File: config.mk
export PLATFORM = sky130hd
export DESIGN_NAME = prio_req_arbiter_flat
export DESIGN_NICKNAME = d
export VERILOG_FILES = /design/src/rtl/prio_req_if.sv /design/src/rtl/prio_req_arbiter.sv /design/src/flat_wrapper.sv
export SDC_FILE = /design/constraint.sdc
export NUM_CORES = 1
export LEC_CHECK = 0
export CAP_MARGIN = 20
export CORE_UTILIZATION = 30
export DETAILED_ROUTE_END_ITERATION = 16
export PLACE_DENSITY_LB_ADDON = 0.2
export SYNTH_ARGS = -nofsm -noshare
export SYNTH_HDL_FRONTEND = slang
export SYNTH_SLANG_ARGS = --single-unit
File: constraint.sdc
create_clock -name clk -period 2.43 [get_ports clk]
set_input_delay 0.3645 -clock clk [delete_from_list [all_inputs] [get_ports clk]]
set_output_delay 0.3645 -clock clk [all_outputs]
set_load 0.01 [all_outputs]
File: src/rtl/prio_req_if.sv
// Request/grant bundle between raw event lines, the priority arbiter and its consumer.
// master drives requests, mask and ack; slave is the arbiter side.
interface prio_req_if #(
  parameter int N = 8,
  parameter int W = 3
);
  logic [N-1:0] req;
  logic [N-1:0] mask;
  logic         ack;
  logic         valid;
  logic [W-1:0] idx;
  logic [N-1:0] pending;
  logic         dropped;

  modport master (
    output req, mask, ack,
    input  valid, idx, pending, dropped
  );

  modport slave (
    input  req, mask, ack,
    output valid, idx, pending, dropped
  );
endinterface

File: src/rtl/prio_req_arbiter.sv
// Registered N-line priority arbiter: sticky pending capture, enable mask, and a
// grant held until acknowledged. Fixed (highest index) or round-robin selection.
module prio_req_arbiter #(
  parameter int N  = 8,
  parameter int W  = 3,
  parameter int RR = 0
) (
  input  logic      clk,
  input  logic      rst,
  prio_req_if.slave bus
);

  typedef enum logic {IDLE, GRANT} state_t;

  state_t       state;
  logic [N-1:0] pend_q;
  logic         vld_q;
  logic [W-1:0] idx_q;
  logic         drop_q;
  logic [W-1:0] top_q;

  logic [N-1:0] clr;
  logic [N-1:0] elig;
  logic [W-1:0] sel;

  // Highest set index in e; the legacy encoder ordering.
  function automatic logic [W-1:0] sel_fixed(input logic [N-1:0] e);
    logic [W-1:0] s;
    s = '0;
    for (int i = 0; i < N; i++) begin
      if (e[i]) s = W'(i);
    end
    return s;
  endfunction

  // First set bit scanning down from top, wrapping to N-1 after 0: the highest set
  // bit at or below top, else the highest set bit overall.
  function automatic logic [W-1:0] sel_rr(input logic [N-1:0] e, input logic [W-1:0] top);
    logic [W-1:0] s_lo;
    logic [W-1:0] s_all;
    logic         any_lo;
    s_lo   = '0;
    s_all  = '0;
    any_lo = 1'b0;
    for (int i = 0; i < N; i++) begin
      if (e[i]) begin
        s_all = W'(i);
        if (W'(i) <= top) begin
          s_lo   = W'(i);
          any_lo = 1'b1;
        end
      end
    end
    return any_lo ? s_lo : s_all;
  endfunction

  always_comb begin
    clr = '0;
    for (int i = 0; i < N; i++) begin
      if (bus.ack && vld_q && (idx_q == W'(i))) clr[i] = 1'b1;
    end
  end

  assign elig = pend_q & bus.mask;
  assign sel  = (RR != 0) ? sel_rr(elig, top_q) : sel_fixed(elig);

  always_ff @(posedge clk) begin
    if (rst) begin
      state  <= IDLE;
      pend_q <= '0;
      vld_q  <= 1'b0;
      idx_q  <= '0;
      drop_q <= 1'b0;
      top_q  <= W'(N - 1);
    end else begin
      // A req landing on a bit being cleared this cycle re-arms it.
      pend_q <= (pend_q & ~clr) | bus.req;
      drop_q <= |(bus.req & pend_q & ~clr);
      case (state)
        IDLE: begin
          if (|elig) begin
            idx_q <= sel;
            vld_q <= 1'b1;
            state <= GRANT;
          end
        end
        GRANT: begin
          if (bus.ack) begin
            vld_q <= 1'b0;
            state <= IDLE;
            if (RR != 0) top_q <= (idx_q == '0) ? W'(N - 1) : idx_q - 1'b1;
          end
        end
        default: begin
          vld_q <= 1'b0;
          state <= IDLE;
        end
      endcase
    end
  end

  assign bus.valid   = vld_q;
  assign bus.idx     = idx_q;
  assign bus.pending = pend_q;
  assign bus.dropped = drop_q;

endmodule
File: src/flat_wrapper.sv
// flat-port wrapper written by rule: the top's interface ports become plain ports
module prio_req_arbiter_flat 
#(
  parameter int N  = 8,
  parameter int W  = 3,
  parameter int RR = 0
)
  (clk, rst, bus_req, bus_mask, bus_ack, bus_valid, bus_idx, bus_pending, bus_dropped);
  prio_req_if #(.N(N), .W(W)) bus_i ();
  input  logic clk;
  input  logic rst;
  input wire logic [$bits(bus_i.req)-1:0] bus_req;
  input wire logic [$bits(bus_i.mask)-1:0] bus_mask;
  input wire logic [$bits(bus_i.ack)-1:0] bus_ack;
  output wire logic [$bits(bus_i.valid)-1:0] bus_valid;
  output wire logic [$bits(bus_i.idx)-1:0] bus_idx;
  output wire logic [$bits(bus_i.pending)-1:0] bus_pending;
  output wire logic [$bits(bus_i.dropped)-1:0] bus_dropped;
  assign bus_i.req = bus_req;
  assign bus_i.mask = bus_mask;
  assign bus_i.ack = bus_ack;
  assign bus_valid = bus_i.valid;
  assign bus_idx = bus_i.idx;
  assign bus_pending = bus_i.pending;
  assign bus_dropped = bus_i.dropped;
  prio_req_arbiter #(.N(N), .W(W), .RR(RR)) u_core (.clk(clk), .rst(rst), .bus(bus_i));
endmodule
==> impl_results.md <==
- CP Cell Sequence: clkdlybuf4s50_1
- Root Buffer: clkbuf_4
- Post-synthesis net count: approximately 100
- WP data arrival: ~1400 ps
- Synthesized flop and latch total: 14
- WL per Instance: 13.6 um
- Final Cycle Share: 73.6%
- IO buf count: 31
- Grt met3 use: around 3.3%
- Fin Setup TNS: 0 ps
- Largest net degree at the start of global routing: 14
- Top cell type's share of synthesized area: 38.2%
- Syn_area_per_cell: about 8.6 um^2
- Status: complete, no violations
- Fmax: between 0.5 and 0.6 GHz
- Post-Syn Instances: between 80 and 90
- Power Dens Cells: about 540 nW/um^2
- FF-to-FF path depth: 4
- Critical path type: flop to output port
- Vias in the first global route: about 700
- Cell Area, Synth: 734 um^2
- Layout cells sized above 1: around 8.6%
- Clock Skew: about 6.3 ps
- Rel. slew slack: between 60 and 70%
- Total power: a little under 0.0006 W
- CTS sink cnt: 14
- First element of the critical path: u_core.bus.idx[2]
- Die X: 51.5 um
- Starting Density: 32.6%
- DRT Pass-1 Iters: 4
- Total setup buffers inserted after CTS: 0
- Worst-Margin Slew: between 400 and 500 ps
- Fill count: 240
- Multi-input logic area: ~430 um^2
- Most common cell in the netlist: dfxtp_1
- M1 GR Usage: approximately 22%
- Slowest-stage cell, CP: clkdlybuf4s50_1
- Hold violation count in the final report: 0
- CP endpoint kind: output port
- Post-synth EDFFs: 0
- Die area: approximately 2700 um^2
- Final setup viols: 0
- R2r endpoint: u_core.bus.dropped
- TritonCTS clock tree: built
- Cts hold-fix bufs: 0
- Ys Warns: 0
- Sequential area share after synthesis: a little under two fifths
- # DRC: 0
- Min Hold Slack: around 560 ps
- Initial antenna violation count: 0
- Register area: approximately 280 um^2
- First-pass GRT wire length: about 3200 um
- Vias: around 740
- Synth cell types: 28
- Total CTS buffers: 3
- Post-synth top area cell: dfxtp_1
- Reg2reg start: u_core.bus.valid
- Top delay family on crit path: buffers and inverters
- Clock latency on the worst-skew pair: between 200 and 300 ps
- Type of origin of the critical path: flop
- Antenna cells: 0
- Ports: 32
- Ranking of synthesized cells by area: dfxtp_1, a21oi_1, nor2_1, nand2_1, a22oi_2
- Clock transition at path regs: 80 ps
- # resized after CTS: 0
- Area growth, synth to finish: 47.9%
- Top Usage Layer GRT: met2
- Final min period: around 1800 ps
- Total Wirelength: roughly 2000 um
- Crit-path max FO: 9
- RePlAce Congestion: about 0.74
- DIE HEIGHT: between 50 and 60 um
- Worst Hold Class: flop to flop
- Async S/R FF share, synth: 0%
- Grt ovf: 0
- CP Depth: 1
- Vias per cell: approximately 5.1
- Crit path largest cell delay: slightly above 600 ps
- RSZ-0062 raised after global routing: false
- Core ar.: 2250 um^2
- Top_reg_cell synth: dfxtp_1
- LEAKAGE: approximately 0.4 nW
- Final nets: between 100 and 150
- Max-slew violations: 0
- Post-synth top cells: dfxtp_1, nor2_1, a21oi_1, nand2_1, nand3_1
- Met2 Use GR: around 24%
- Dpl hpwl: between 1000 and 1500 um
- Depth of the CTS H-tree: 1
- Core Rows: 17
- Peak supply drop: approximately 0.00032 V
- All-Layer GR Usage: between 10% and 20%
- Max clock buf depth: 2
- Final ANT Viol Nets: 0
- Initial DRC count: 15
- # Max-Cap Violations: 0
- Critical path endpoint: bus_idx[2]
- Flop2flop setup slack: ~1100 ps
- CP required: approximately 2100 ps
- Worst path bufs/invs: 1
==> layout by cell type (no fill, tap or decap), types with 2 or more instances in the layout <==
master           netlist  layout
nor2_1                12      12
dfxtp_1               14      14
nand2_1               11      11
o21a_1                 2       2
and2_1                 2       2
and3b_1                2       2
clkbuf_4               0       3
clkdlybuf4s50_1        0      31
a22oi_2                3       3
a31oi_1                4       4
a21oi_1               11      11
a32oi_1                2       2
nand3_1                5       5
==> state kept, by name, indices dropped and copies added (netlist names) <==
register,count
u_core.bus.dropped,1
u_core.bus.idx,3
u_core.bus.pending,8
u_core.bus.valid,1
u_core.state,1
==> power by group <==
group | total (W) | switching (W) | internal, W
Combinational | 0.000171 | 0.0000707 | 0.000100
Sequential | 0.000286 | 0.0000344 | 0.000252
Clock | 0.000129 | 0.0000711 | 0.0000575
==> cell type report <==
class	instances	share of cell area [%]
multi-input combinational	67	40.0
inverter	1	0.346
sequential	14	25.8
tap	28	3.23
timing repair buffer	31	28.6
clock buffer	3	2.07
==> logic make-up (layout without fill, tap and decap cells) <==
kind of cell	after synthesis	after routing	share of synthesized area (%)
buf+inv	4	35	2.72
flops	14	14	38.2
compound gates	30	30	33.6
simple gates	37	37	25.6
==> how the worst min path moves through the flow <==
stage                                startpoint                     to  depth (start not counted)
after global placement    u_core.bus.pending[0]  u_core.bus.pending[0]                          2
final                         u_core.bus.idx[0]      u_core.bus.idx[0]                          2
after CTS                     u_core.bus.idx[0]      u_core.bus.idx[0]                          2
after global routing          u_core.bus.idx[0]      u_core.bus.idx[0]                          2
after detailed placement  u_core.bus.pending[0]  u_core.bus.pending[0]                          2
after floorplan                             rst      u_core.bus.idx[1]                          1
==> through the flow <==
stage | area (um^2) | instances | utilization [%] | setup WS (ps)
after detailed placement | 1060 | 141 | 47.2 | 595
after global routing | 1090 | 144 | 48.2 | 587
final | 1090 | 144 | 48.2 | 642
after floorplan | 734 | 85 | - | 1180
after CTS | 1090 | 144 | 48.2 | 645
after global placement | 1060 | 141 | 47.2 | 647
==> layer usage <==
layer	vias up	part of all wire, %
met5	-	0
met4	0	2.0
met3	5	5.9
met2	22	44
met1	332	48
li1	377	-
Power figures use the tool's default switching activity.
